<file path="config.mk">
export PLATFORM = sky130hd
export DESIGN_NAME = mem_stage
export DESIGN_NICKNAME = d
export VERILOG_FILES = /design/src/rtl/pipe_pkg.sv /design/src/rtl/dmem_access_fsm.sv /design/src/rtl/mem_stage.sv
export SDC_FILE = /design/constraint.sdc
export NUM_CORES = 1
export LEC_CHECK = 0
export ABC_CLOCK_PERIOD_IN_PS = 1160
export BUFFER_PORTS_ARGS = -buffer_cell sky130_fd_sc_hd__clkbuf_2
export CAP_MARGIN = 5
export CORE_MARGIN = 2
export CORE_UTILIZATION = 40
export DETAILED_ROUTE_END_ITERATION = 8
export PLACE_DENSITY = 0.8
export SYNTH_ARGS = -nofsm -noshare
export SYNTH_HDL_FRONTEND = slang
export SYNTH_SLANG_ARGS = --single-unit
</file>
<file path="constraint.sdc">
create_clock -name clk -period 1.16 [get_ports clk]
set_clock_uncertainty 0.1 [all_clocks]
set_input_delay 0.174 -clock clk [delete_from_list [all_inputs] [get_ports clk]]
set_output_delay 0.174 -clock clk [all_outputs]
set_load 0.05 [all_outputs]
</file>
<file path="src/rtl/pipe_pkg.sv">
// Shared pipeline definitions: datapath widths, MEM-stage FSM states and the
// word-alignment helper used by the memory stage.
package pipe_pkg;

    localparam int DATA_W = 32;
    localparam int REG_W  = 5;

    typedef enum logic {
        IDLE   = 1'b0,
        ACCESS = 1'b1
    } mem_state_e;

    function automatic logic is_misaligned(input logic [1:0] addr_lsb);
        return addr_lsb != 2'b00;
    endfunction

endpackage

</file>
<file path="src/rtl/dmem_access_fsm.sv">
// Data-memory request sequencer: IDLE/ACCESS state machine that holds the
// request stable from the EX/MEM register until the memory answers ready.
module dmem_access_fsm
    import pipe_pkg::*;
(
    input  logic              clk,
    input  logic              rst,
    input  logic              op_load,
    input  logic              dmem_ready,
    input  logic              mem_write_p0,
    input  logic [DATA_W-1:0] addr_p0,
    input  logic [DATA_W-1:0] wdata_p0,
    output logic              dmem_req,
    output logic              dmem_we,
    output logic [DATA_W-1:0] dmem_addr,
    output logic [DATA_W-1:0] dmem_wdata,
    output logic              stall
);

    mem_state_e state;
    mem_state_e state_nxt;

    always_ff @(posedge clk) begin
        if (rst) begin
            state <= IDLE;
        end else begin
            state <= state_nxt;
        end
    end

    // op_load only matters when EX/MEM actually loads: always in IDLE, and
    // in ACCESS only on the edge where the current access completes.
    always_comb begin
        state_nxt = state;
        dmem_req  = 1'b0;
        dmem_we   = 1'b0;
        stall     = 1'b0;
        case (state)
            IDLE: begin
                if (op_load) begin
                    state_nxt = ACCESS;
                end
            end
            ACCESS: begin
                dmem_req = 1'b1;
                dmem_we  = mem_write_p0;
                stall    = ~dmem_ready;
                if (dmem_ready) begin
                    state_nxt = op_load ? ACCESS : IDLE;
                end
            end
            default: state_nxt = IDLE;
        endcase
    end

    // EX/MEM holds while stalled, so address and data stay stable for free.
    assign dmem_addr  = addr_p0;
    assign dmem_wdata = wdata_p0;

endmodule

</file>
<file path="src/rtl/mem_stage.sv">
// MEM pipeline stage: EX/MEM and MEM/WB registers around a data-memory access
// sequencer, with stall generation and misaligned-access detection.
module mem_stage
    import pipe_pkg::*;
(
    input  logic              clk,
    input  logic              rst,
    input  logic              ex_valid,
    input  logic [DATA_W-1:0] ex_alu_result,
    input  logic [DATA_W-1:0] ex_write_data,
    input  logic [REG_W-1:0]  ex_write_reg,
    input  logic              ex_reg_write,
    input  logic              ex_mem_read,
    input  logic              ex_mem_write,
    input  logic              ex_mem_to_reg,
    output logic              dmem_req,
    output logic              dmem_we,
    output logic [DATA_W-1:0] dmem_addr,
    output logic [DATA_W-1:0] dmem_wdata,
    input  logic              dmem_ready,
    input  logic [DATA_W-1:0] dmem_rdata,
    output logic [DATA_W-1:0] ex_mem_alu_result,
    output logic [REG_W-1:0]  ex_mem_write_reg,
    output logic              ex_mem_reg_write,
    output logic [DATA_W-1:0] mem_wb_write_data,
    output logic [REG_W-1:0]  mem_wb_write_reg,
    output logic              mem_wb_reg_write,
    output logic              stall,
    output logic              misalign_err
);

    logic              vld_p0;
    logic [DATA_W-1:0] alu_p0;
    logic [DATA_W-1:0] wdata_p0;
    logic [REG_W-1:0]  wreg_p0;
    logic              reg_write_p0;
    logic              mem_read_p0;
    logic              mem_write_p0;
    logic              mem_to_reg_p0;

    logic [DATA_W-1:0] wb_data_p1;
    logic [REG_W-1:0]  wreg_p1;
    logic              vld_p1;
    logic              misalign_p1;

    logic op_load;
    logic misaligned_p0;

    assign op_load = ex_valid && (ex_mem_read || ex_mem_write)
                     && !is_misaligned(ex_alu_result[1:0]);
    assign misaligned_p0 = vld_p0 && (mem_read_p0 || mem_write_p0)
                           && is_misaligned(alu_p0[1:0]);

    dmem_access_fsm u_fsm (
        .clk          (clk),
        .rst          (rst),
        .op_load      (op_load),
        .dmem_ready   (dmem_ready),
        .mem_write_p0 (mem_write_p0),
        .addr_p0      (alu_p0),
        .wdata_p0     (wdata_p0),
        .dmem_req     (dmem_req),
        .dmem_we      (dmem_we),
        .dmem_addr    (dmem_addr),
        .dmem_wdata   (dmem_wdata),
        .stall        (stall)
    );

    // EX -> MEM boundary (p0)
    always_ff @(posedge clk) begin
        if (rst) begin
            vld_p0        <= 1'b0;
            alu_p0        <= '0;
            wdata_p0      <= '0;
            wreg_p0       <= '0;
            reg_write_p0  <= 1'b0;
            mem_read_p0   <= 1'b0;
            mem_write_p0  <= 1'b0;
            mem_to_reg_p0 <= 1'b0;
        end else if (!stall) begin
            vld_p0        <= ex_valid;
            alu_p0        <= ex_alu_result;
            wdata_p0      <= ex_write_data;
            wreg_p0       <= ex_write_reg;
            reg_write_p0  <= ex_reg_write;
            mem_read_p0   <= ex_mem_read;
            mem_write_p0  <= ex_mem_write;
            mem_to_reg_p0 <= ex_mem_to_reg;
        end
    end

    // MEM -> WB boundary (p1); a stalled cycle inserts a bubble
    always_ff @(posedge clk) begin
        if (rst) begin
            wb_data_p1  <= '0;
            wreg_p1     <= '0;
            vld_p1      <= 1'b0;
            misalign_p1 <= 1'b0;
        end else begin
            if (stall) begin
                vld_p1 <= 1'b0;
            end else begin
                wb_data_p1 <= mem_to_reg_p0 ? dmem_rdata : alu_p0;
                wreg_p1    <= wreg_p0;
                vld_p1     <= vld_p0 && reg_write_p0 && !misaligned_p0;
            end
            misalign_p1 <= !stall && misaligned_p0;
        end
    end

    assign ex_mem_alu_result = alu_p0;
    assign ex_mem_write_reg  = wreg_p0;
    assign ex_mem_reg_write  = reg_write_p0 && vld_p0 && !mem_read_p0;
    assign mem_wb_write_data = wb_data_p1;
    assign mem_wb_write_reg  = wreg_p1;
    assign mem_wb_reg_write  = vld_p1;
    assign misalign_err      = misalign_p1;

endmodule
</file>
==> summary.md, run 1 <==
| Metric | Value |
|---|---|
| Synth Flop Type | dfxtp_1 |
| Most numerous cell in the Yosys netlist | nand2_1 |
| Total CTS buffers | 17 |
| PostCTS Resize Cnt | 680 |
| Dpl cells | 872 |
| Number of synthesized flops with an enable pin | 0 |
| Maximum clock path buffer count | 2 |
| Cell count after synthesis | 532 |
| Syn_nets | 641 |
| Sequential area share after synthesis | 0.489 |
| H-tree depth | 4 |
| Async set-reset flop share out of synthesis | 0 |
| Synth top area cells | dfxtp_1 (49%), nand2_1 (13%), a21oi_1 (8.6%) |
| Die Height | 112 um |
| Share of Yosys cell area claimed by the top area cell type | 0.489 |
| Synth cell types | 19 |
| Initial core utilization | 0.408 |
| Clk sinks | 114 |
| Tool error | [ERROR DPL-0038] Utilization greater than 100%, impossible to legalize |
| DP Area | 5930 sq um |
| Post-CTS Setup Inserts | 62 |
| Port Buf Inserts | 252 |
| Dominant cell type by area after synthesis | dfxtp_1 |
| Die width | 112 um |
| Root Buffer | clkbuf_16 |
| GPL Wtd Cong | 0.779 |
| Last step reached | clock tree synthesis |
| Rows | 39 |
| Dpl hpwl | 8680 um |
| Synthesis Warnings | 0 |
| Mapped Area | 4660 sq um |
| #FFs+latches synth | 114 |
| Post-CTS Hold Fix Bufs | 79 |
| Top cells by count, synth | nand2_1 (159), dfxtp_1 (114), a21oi_1 (80) |
| Outcome | aborted with a tool error |
| Mapped Avg Cell Area | 8.77 sq um |
| IO Count | 253 |
per-stage QoR:
step           worst slack (ps)  hold slack [ps]
2_1_floorplan              -104              207
3_3_place_gp              -51.0              297
3_5_place_dp              -85.1              300
logic make-up after synthesis:
logic type             count (synthesis)  synth area share
buffers and inverters                 74             0.108
AO/OA/AOI/OAI                        114             0.171
AND/OR/NAND/NOR                      198             0.163
multiplexers                          32            0.0687
flip-flops                           114             0.489
==> run 2, diff against run 1 <==
- ABC_CLOCK_PERIOD_IN_PS: 1160 -> 1500
- CORE_UTILIZATION: 40 -> 37
- PLACE_DENSITY: 0.8 -> unset
- PLACE_DENSITY_LB_ADDON: unset -> 0.15
- clock period: 1.16 -> 1.5 ns (I/O delays scaled with it)
==> summary.md, run 2 <==
| Metric | Value |
|---|---|
| Total congestion overflow | 0 |
| Dpl hpwl | 8950 um (was 8680 um) |
| Worst Max-Slew Pin Slew | 434 ps |
| Die Height | 116 um (was 112 um) |
| Commonest cells after routing, fill and taps aside | clkbuf_2 (243), nand2_1 (159), dfxtp_1 (112) |
| Number of synthesized flops with an enable pin | 0 (unchanged) |
| Share of Yosys cell area claimed by the top area cell type | 0.489 (unchanged) |
| Worst Setup Slack, final | 49.9 ps |
| GRT Util Overall | 0.194 |
| Critical Path Start Type | flop |
| Hold slack | 42.3 ps |
| Cell chain of the critical path | buf_2 |
| Worst flop-to-flop path endpoint | mem_wb_reg_write$_SDFF_PP0_ |
| DR WL/cell | 13.3 um |
| Crit path capture | ex_mem_alu_result[1] |
| CP required | 1170 ps |
| Sequential area share after synthesis | 0.489 (unchanged) |
| Delay-heaviest family, CP | flip-flops |
| Final period utilization | 0.967 |
| CP Depth | 1 |
| Full die area | 13,500 sq um |
| GPL Wtd Cong | 0.750 (was 0.779) |
| Async set-reset flop share out of synthesis | 0 (unchanged) |
| Fmax | 0.690 GHz |
| Pleak | 3.50 nW |
| Flop-to-flop setup slack | 170 ps |
| Syn_nets | 641 (unchanged) |
| Final setup viols | 0 |
| Core area | 12,500 sq um |
| Nets | 927 |
| Clock latency at the later pin of the worst-skew pair | 410 ps |
| Rel. slew slack | 0.711 |
| CTS clk-pin slew, worst paths | 50 ps |
| R2R cell count | 6 |
| Number of hold violations in the final report | 0 |
| H-tree depth | 4 (unchanged) |
| Fin Setup TNS | 0 ps |
| Dpl cells | 895 (was 872) |
| Power Density | 1220 nW/um^2 |
| Dominant cell type by area after synthesis | dfxtp_1 (unchanged) |
| Crit path launch | ex_mem_alu_result[1]$_SDFFE_PP0N_ |
| Root Buffer | clkbuf_16 (unchanged) |
| Synth top area cells | dfxtp_1 (49%), nand2_1 (13%), a21oi_1 (8.6%) (unchanged) |
| Vias | 4,598 |
| CP max-delay cell | dfxtp_1 |
| #FFs+latches synth | 114 (unchanged) |
| Filler-free cell count of the finished design | 1,002 |
| Final worst path period need | 1450 ps |
| Mapped Area | 4660 sq um (unchanged) |
| DP Area | 5830 sq um (was 5930 sq um) |
| Rows | 41 (was 39) |
| Hold path cells | 3 |
| Initial core utilization | 0.374 (was 0.408) |
| DR iter-0 viols | 222 |
| Largest net degree at the start of global routing | 75 |
| Clk sinks | 114 (unchanged) |
| RR Startpoint | u_fsm.state$_SDFF_PP0_ |
| Mapped Avg Cell Area | 8.77 sq um (unchanged) |
| RSZ-0062 raised after global routing | true |
| Vias in the first global route | 4,370 |
| Most numerous cell in the Yosys netlist | nand2_1 (unchanged) |
| Vias per inst | 4.59 |
| Antenna viol nets, final | 0 |
| Synth Flop Type | dfxtp_1 (unchanged) |
| Top cells by count, synth | nand2_1 (159), dfxtp_1 (114), a21oi_1 (80) (unchanged) |
| Antenna fix cells | 0 |
| Multi-input logic area | 1890 sq um |
| Port Buf Inserts | 252 (unchanged) |
| Final Max Tran Viols | 0 |
| Peak VDD IR | 664 uV |
| Crit path DAT | 1130 ps |
| Fill cell count | 1,117 |
| Worst path bufs/invs | 1 |
| Synth cell types | 19 (unchanged) |
| TritonCTS clock tree | yes |
| Initial antenna violation count | 0 |
| Final instance area | 7170 sq um |
| Pre-CTS worst setup slack | 185 ps (was -85.1 ps) |
| Crit Path Max Fanout | 5 |
| Detailed-route DRC error count | 0 |
| Die width | 116 um (was 112 um) |
| Outcome | complete, no violations (was aborted with a tool error) |
| Crit Path Class | flop to primary output |
| Cell count after synthesis | 532 (unchanged) |
| Worst min path class | input pin to flop |
| Maximum clock path buffer count | 2 (unchanged) |
| Area delta synth->final | 53.7% |
| IO Count | 253 (unchanged) |
| Synthesis Warnings | 0 (unchanged) |
| First-pass GRT wire length | 20,400 um |
| Sequential Area | 2280 sq um |
| Max incr delay on CP | 420 ps |
| TritonRoute pass-1 iters | 4 |
| Nature of the critical path endpoint | primary output |
| Post-Route WL | 13,300 um |
| Commonest non-fill, non-tap cell in the layout | clkbuf_2 |
| MaxCap Viol Count | 0 |
| Total CTS buffers | 17 (unchanged) |
| Fraction of layout instances using a drive strength above 1 | 0.393 |
[run 2: cell counts after synthesis]
Identical to the previous run, type by type.
[run 2: how the worst min path moves through the flow]
stage,from,slack [ps],end
5_1_grt,dmem_rdata[1],50,mem_wb_write_data[1]$_SDFFE_PP0N_
2_1_floorplan,ex_alu_result[0],270,ex_mem_alu_result[0]$_SDFFE_PP0N_
3_5_place_dp,wdata_p0[2]$_SDFFE_PP0N_,350,wdata_p0[2]$_SDFFE_PP0N_
6_report,dmem_rdata[0],40,mem_wb_write_data[0]$_SDFFE_PP0N_
4_1_cts,dmem_rdata[0],30,mem_wb_write_data[0]$_SDFFE_PP0N_
3_3_place_gp,mem_wb_write_reg[4]$_SDFFE_PP0N_,340,mem_wb_write_reg[4]$_SDFFE_PP0N_
[run 2: final cells by class]
class	count	share of cell area
clock buffers	25	0.0677
clock inverters	6	0.00768
inverters	1	0.00122
multi-input cells	344	0.263
flip-flops and latches	114	0.319
well taps	172	0.0300
repair buffers	340	0.311
[run 2: what timing repair did]
action	CTS	global route
resized for setup	6	9
setup endpoints to repair	3	8
cloned	0	0
buffers inserted	0	2
hold endpoints to repair	74	0
hold buffers	74	0
[run 2: worst register-to-register path, stage by stage (launching register included)]
cell and delay, ps:
dfxtp_2 350, nand2b_4 100, inv_6 80, buf_4 100, buf_4 220, nor2_1 60
and4_1 210
[run 2: per-layer routing]
layer,global-route usage,vias up,share of wire
li1,-,2308,-
met2,0.340,169,0.50
met3,0.0675,21,0.075
met5,0,-,0
met4,0.0905,0,0.018
met1,0.212,2100,0.41
[run 2: per-stage QoR]
stage                     utilization  power (W)
after floorplan                     -    0.00459
after global placement          0.468    0.00497
after detailed placement        0.468    0.00499
after CTS                       0.573    0.00885
after global routing            0.575    0.00911
final                           0.575    0.00874
[run 2: power breakdown]
part | internal [W] | switching (W)
sequential | 0.00322 | 0.000129
clock | 0.00238 | 0.00128
combinational | 0.000556 | 0.00118
total | 0.00615 | 0.00259
[run 2: kinds of logic after synthesis]
| group | count (synthesis) | synth area share |
|---|---|---|
| AO/OA/AOI/OAI | 114 | 0.171 |
| AND/OR/NAND/NOR | 198 | 0.163 |
| multiplexers | 32 | 0.0687 |
| buffers and inverters | 74 | 0.108 |
| flip-flops | 114 | 0.489 |
(Power assumes the default switching activity.)
==> run 3, diff against run 2 <==
- CORE_UTILIZATION: 37 -> 45
- PLACE_DENSITY: unset -> 0.81
- PLACE_DENSITY_LB_ADDON: 0.15 -> unset
==> summary.md, run 3 (synthesized netlist as in run 2, its figures left out) <==
| Metric | Value |
|---|---|
| Nets | 960 (was 927) |
| Vias in the first global route | 5,315 (was 4,370) |
| Post-Route WL | 17,000 um (was 13,300 um) |
| CP required | 1170 ps (about the same) |
| Met2 usage | 0.537 (was 0.340) |
| First-pass GRT wire length | 25,900 um (was 20,400 um) |
| Critical Path Start Type | flop (unchanged) |
| Gate power share | 0.214 (was 0.199) |
| Worst Setup Slack, final | -3.85 ps (was 49.9 ps) |
| Final core utilization | 0.773 (was 0.575) |
| Area delta synth->final | 68.9% (was 53.7%) |
| Initial antenna violation count | 1 (was 0) |
| Pleak | 3.75 nW (was 3.50 nW) |
| Antenna viol nets, final | 0 (unchanged) |
| Clk sinks | 114 (unchanged) |
| Core area | 10,200 sq um (was 12,500 sq um) |
| Internal | 0.00631 W (was 0.00615 W) |
| Nature of the critical path endpoint | primary output (unchanged) |
| TritonRoute pass-1 iters | 5 (was 4) |
| Worst min path class | input pin to flop (unchanged) |
| Crit Path Class | flop to primary output (unchanged) |
| Final instance area | 7880 sq um (was 7170 sq um) |
| GRT Util Overall | 0.294 (was 0.194) |
| Final period utilization | 1.00 (was 0.967) |
| Clock network power share | 0.421 (was 0.418) |
| Largest net degree at the start of global routing | 76 (was 75) |
| GPL Wtd Cong | 0.827 (was 0.750) |
| H-tree depth | 4 (unchanged) |
| Worst Max-Slew Pin Slew | 362 ps (was 434 ps) |
| Die Height | 106 um (was 116 um) |
| TritonCTS clock tree | yes (unchanged) |
| Detailed-route DRC error count | 0 (unchanged) |
| Crit Path Max Fanout | 2 (was 5) |
| Total CTS buffers | 17 (unchanged) |
| Maximum clock path buffer count | 2 (unchanged) |
| Full die area | 11,200 sq um (was 13,500 sq um) |
| Seq pwr share | 0.365 (was 0.383) |
| Vias per inst | 5.14 (was 4.59) |
| Final worst path period need | 1500 ps (was 1450 ps) |
| Failing checks | setup timing |
| Clock latency at the later pin of the worst-skew pair | 510 ps (was 410 ps) |
| Commonest cells after routing, fill and taps aside | nand2_1 (159), clkbuf_2 (149), dlygate4sd3_1 (104) (was clkbuf_2 (243), nand2_1 (159), dfxtp_1 (112)) |
| RSZ-0062 raised after global routing | true (unchanged) |
| Vias | 5,142 (was 4,598) |
| Initial core utilization | 0.458 (was 0.374) |
| Crit path DAT | 1180 ps (was 1130 ps) |
| Fraction of layout instances using a drive strength above 1 | 0.405 (was 0.393) |
| Met1 Usage GRT | 0.291 (was 0.212) |
| Total congestion overflow | 0 (unchanged) |
| IO Count | 253 (unchanged) |
| DR iter-0 viols | 313 (was 222) |
| Rows | 37 (was 41) |
| Dpl hpwl | 8660 um (was 8950 um) |
| Die width | 106 um (was 116 um) |
| MaxCap Viol Count | 0 (unchanged) |
| GR peak layer | met2 (unchanged) |
| DP Area | 5790 sq um (was 5830 sq um) |
| Power Density | 1170 nW/um^2 (was 1220 nW/um^2) |
| Commonest non-fill, non-tap cell in the layout | nand2_1 (was clkbuf_2) |
| Port Buf Inserts | 252 (unchanged) |
| Outcome | complete, but fails checks (was complete, no violations) |
| Rel. slew slack | 0.759 (was 0.711) |
| Fmax | 0.665 GHz (was 0.690 GHz) |
| DR WL/cell | 17.0 um (was 13.3 um) |
| Net switching power | 0.00291 W (was 0.00259 W) |
| Final Max Tran Viols | 0 (unchanged) |
| Number of hold violations in the final report | 0 (unchanged) |
| Root Buffer | clkbuf_8 (was clkbuf_16) |
| Final setup viols | 1 (was 0) |
| GR Layer Usage met3 | 0.0903 (was 0.0675) |
| Switching part of the total | 0.315 (was 0.296) |
| Peak VDD IR | 948 uV (was 664 uV) |
| CTS clk-pin slew, worst paths | 60 ps (was 50 ps) |
run 3: layer usage:
| metal | up-vias | wire length (um) |
|---|---|---|
| met5 | - | 0 |
| met4 | 0 | 861 |
| met1 | 2383 | 5990 |
| met3 | 80 | 1260 |
| met2 | 301 | 8880 |
| li1 | 2378 | - |
run 3: path summary, 6_finish.rpt:
kind	start	endpoint	slack, ps	cells after the start
worst max register to register	u_fsm.state$_SDFF_PP0_	ex_mem_alu_result[23]$_SDFFE_PP0N_	50	5
worst min-delay path	rst	ex_mem_alu_result[6]$_SDFFE_PP0N_	20	2
worst min register to register	wdata_p0[23]$_SDFFE_PP0N_	wdata_p0[23]$_SDFFE_PP0N_	350	2
worst max-delay path	reg_write_p0$_SDFFE_PP0N_	ex_mem_reg_write	-4	3
run 3: power by group through the flow:
stage                     combinational (W)  sequential [W]  clock [W]
after floorplan                    0.000606         0.00399          0
after global placement              0.00155         0.00340          0
after detailed placement            0.00157         0.00341          0
after CTS                           0.00189         0.00335    0.00392
after global routing                0.00205         0.00338    0.00408
final                               0.00197         0.00337    0.00388
run 3: cell type report:
cell class	count	area, sq um
timing repair buffer	373	2920
fill	605	2310
sequential	114	2310
multi-input combinational	344	1890
clock buffer	17	414
tap	136	170
clock inverter	15	161
inverter	1	11.3
antenna	1	2.50
run 3: metrics by stage:
step | std cells | total power [W] | setup slack (ps) | setup TNS (ps) | hold slack (ps)
after floorplan | 532 | 0.00459 | 102 | 0 | 265
after detailed placement | 859 | 0.00498 | 160 | 0 | 345
after CTS | 999 | 0.00916 | -35.3 | -83.3 | 1.53
after global placement | 859 | 0.00495 | 214 | 0 | 338
final | 1001 | 0.00922 | -3.85 | -3.85 | 24.1
after global routing | 1001 | 0.00951 | -59.8 | -301 | 12.4
run 3: repair_timing:
action	CTS	global route
gates resized for setup	107	101
setup endpoints to repair	71	89
endpoints found under the hold margin	105	0
pin swaps	3	1
hold buffers	104	0
buffers inserted	4	1
run 3: worst max-delay path, cell delays in order, from the launching register on:
cell and delay (ps):
dfxtp_2 330, nand2_1 50, nor2_1 100, clkbuf_8 200
==> run 4, diff against run 3 <==
- BUFFER_PORTS_ARGS: -buffer_cell sky130_fd_sc_hd__clkbuf_2 -> unset
- DONT_BUFFER_PORTS: unset -> 1
- PLACE_DENSITY: 0.81 -> unset
==> summary.md, run 4 (synthesized netlist as in run 2, its figures left out) <==
| Metric | Value |
|---|---|
| Outcome | complete, but fails checks (unchanged) |
| Failing checks | hold timing, setup timing (was setup timing) |
| Hold slack | -297 ps (was 24.1 ps) |
| Clock latency at the later pin of the worst-skew pair | 500 ps (was 510 ps) |
| WHS Endpoint | mem_wb_write_data[2]$_SDFFE_PP0N_ (was ex_mem_alu_result[6]$_SDFFE_PP0N_) |
| DR iter-0 viols | 210 (was 313) |
| Fin Setup TNS | -126 ps (was -3.85 ps) |
| Worst flop-to-flop path endpoint | mem_wb_write_data[11]$_SDFFE_PP0N_ (was ex_mem_alu_result[23]$_SDFFE_PP0N_) |
| Sequential Area | 2330 sq um (was 2310 sq um) |
| Die width | 106 um (unchanged) |
| Critical Path Start Type | flop (unchanged) |
| Area delta synth->final | 28.0% (was 68.9%) |
| Dpl cells | 687 (was 859) |
| Core area | 10,200 sq um (unchanged) |
| Met1 Usage GRT | 0.220 (was 0.291) |
| Peak VDD IR | 770 uV (was 948 uV) |
| Vias | 3,649 (was 5,142) |
| Multi-input logic area | 1890 sq um (about the same) |
| Rows | 37 (unchanged) |
| Total CTS buffers | 17 (unchanged) |
| Flop-to-flop setup slack | 160 ps (was 50 ps) |
| Met2 usage | 0.333 (was 0.537) |
| GR Layer Usage met3 | 0.0897 (was 0.0903) |
| IO Count | 253 (unchanged) |
| Clk sinks | 114 (unchanged) |
| Worst min path class | input pin to flop (unchanged) |
| Worst Max-Slew Pin Slew | 513 ps (was 362 ps) |
| R2R cell count | 5 (unchanged) |
| Total congestion overflow | 0 (unchanged) |
| Fraction of layout instances using a drive strength above 1 | 0.342 (was 0.405) |
| Filler-free cell count of the finished design | 723 (was 1,001) |
| Initial core utilization | 0.458 (unchanged) |
| Fill cell count | 918 (was 605) |
| Crit Path Class | flop to primary output (unchanged) |
| Fmax | 0.615 GHz (was 0.665 GHz) |
| CP required | 1170 ps (about the same) |
| DR WL/cell | 15.8 um (was 17.0 um) |
| MaxCap Viol Count | 0 (unchanged) |
| Final instance area | 5970 sq um (was 7880 sq um) |
| Full die area | 11,200 sq um (unchanged) |
| CP max-delay cell | dfxtp_2 (unchanged) |
| DP Area | 5210 sq um (was 5790 sq um) |
| Rel. slew slack | 0.658 (was 0.759) |
| Max incr delay on CP | 360 ps (was 330 ps) |
| Dpl hpwl | 7640 um (was 8660 um) |
| Final Max Tran Viols | 0 (unchanged) |
| Antenna fix cells | 0 (was 1) |
| Final worst path period need | 1630 ps (was 1500 ps) |
| TritonCTS clock tree | yes (unchanged) |
| Final setup viols | 1 (unchanged) |
| Min-delay src | rst (unchanged) |
| Cell chain of the critical path | buf_8 > and2_4 > buf_12 (was nand2_1 > nor2_1 > clkbuf_8) |
| RR Startpoint | u_fsm.state$_SDFF_PP0_ (unchanged) |
| Hold path cells | 1 (was 2) |
| Vias per inst | 5.05 (was 5.14) |
| TritonRoute pass-1 iters | 4 (was 5) |
| Final period utilization | 1.08 (was 1.00) |
| Power Density | 1400 nW/um^2 (was 1170 nW/um^2) |
| Root Buffer | clkbuf_8 (unchanged) |
| Antenna viol nets, final | 0 (unchanged) |
| Nature of the critical path endpoint | primary output (unchanged) |
| Maximum clock path buffer count | 2 (unchanged) |
| Pleak | 2.59 nW (was 3.75 nW) |
| Crit Path Max Fanout | 2 (unchanged) |
| Vias in the first global route | 3,506 (was 5,315) |
| Commonest cells after routing, fill and taps aside | nand2_1 (158), a21oi_1 (80), dfxtp_1 (74) (was nand2_1 (159), clkbuf_2 (149), dlygate4sd3_1 (104)) |
| Initial antenna violation count | 0 (was 1) |
| Nets | 685 (was 960) |
| First-pass GRT wire length | 17,400 um (was 25,900 um) |
| RSZ-0062 raised after global routing | true (unchanged) |
| Largest net degree at the start of global routing | 115 (was 76) |
| Worst Setup Slack, final | -126 ps (was -3.85 ps) |
| Number of hold violations in the final report | 114 (was 0) |
| Detailed-route DRC error count | 0 (unchanged) |
| Die Height | 106 um (unchanged) |
| GPL Wtd Cong | 0.782 (was 0.827) |
| Commonest non-fill, non-tap cell in the layout | nand2_1 (unchanged) |
| CTS clk-pin slew, worst paths | 60 ps (about the same) |
| GRT Util Overall | 0.198 (was 0.294) |
| Post-Route WL | 11,400 um (was 17,000 um) |
| Port Buf Inserts | 0 (was 252) |
| GR peak layer | met2 (unchanged) |
| Crit path DAT | 1300 ps (was 1180 ps) |
| H-tree depth | 4 (unchanged) |
-- run 4: per-stage QoR --
stage / hold slack, ps / utilization / setup slack, ps / total power [W]
global placement: 198 / 0.512 / 221 / 0.00479
CTS: -340 / 0.576 / -168 / 0.00844
floorplan: 265 / - / 102 / 0.00459
detailed placement: 200 / 0.512 / 196 / 0.00481
finish: -297 / 0.586 / -126 / 0.00837
global route: -352 / 0.586 / -177 / 0.00870
-- run 4: per-layer routing --
metal	share of wire	vias up	wire, um
met5	0	-	0
met4	0.016	0	182
met3	0.093	17	1070
met2	0.50	175	5660
met1	0.39	1647	4480
li1	-	1810	-
-- run 4: critical path, delay by kind of cell, from the launching register on --
kind	cells	cell delay, ps
and+or+nand+nor	1	160
buffers and inverters	2	290
DFF	1	360
-- run 4: cell type report --
cell class / instances / area share
sequential: 114 / 0.391
clock inverter: 10 / 0.0147
clock buffer: 20 / 0.0746
tap: 136 / 0.0285
timing repair buffer: 98 / 0.173
multi-input combinational: 344 / 0.317
inverter: 1 / 0.00189
-- run 4: power breakdown --
part	switching, W	internal (W)
sequential	0.000317	0.00323
combinational	0.000855	0.000404
clock	0.00132	0.00225
total	0.00249	0.00588
-- run 4: how the worst max path moves through the flow --
stage / startpoint / to
floorplan: u_fsm.state$_SDFF_PP0_ / ex_mem_alu_result[0]$_SDFFE_PP0N_
global placement: u_fsm.state$_SDFF_PP0_ / wdata_p0[1]$_SDFFE_PP0N_
detailed placement: u_fsm.state$_SDFF_PP0_ / wdata_p0[20]$_SDFFE_PP0N_
CTS: u_fsm.state$_SDFF_PP0_ / dmem_we
global route: u_fsm.state$_SDFF_PP0_ / dmem_we
finish: u_fsm.state$_SDFF_PP0_ / dmem_we
-- run 4: repair_timing --
| item | in CTS | in global routing |
|---|---|---|
| pin swaps | 2 | 1 |
| endpoints found under the hold margin | 114 | 114 |
| gates resized for setup | 33 | 41 |
| setup endpoints to repair | 36 | 52 |
| buffers inserted | 5 | 1 |
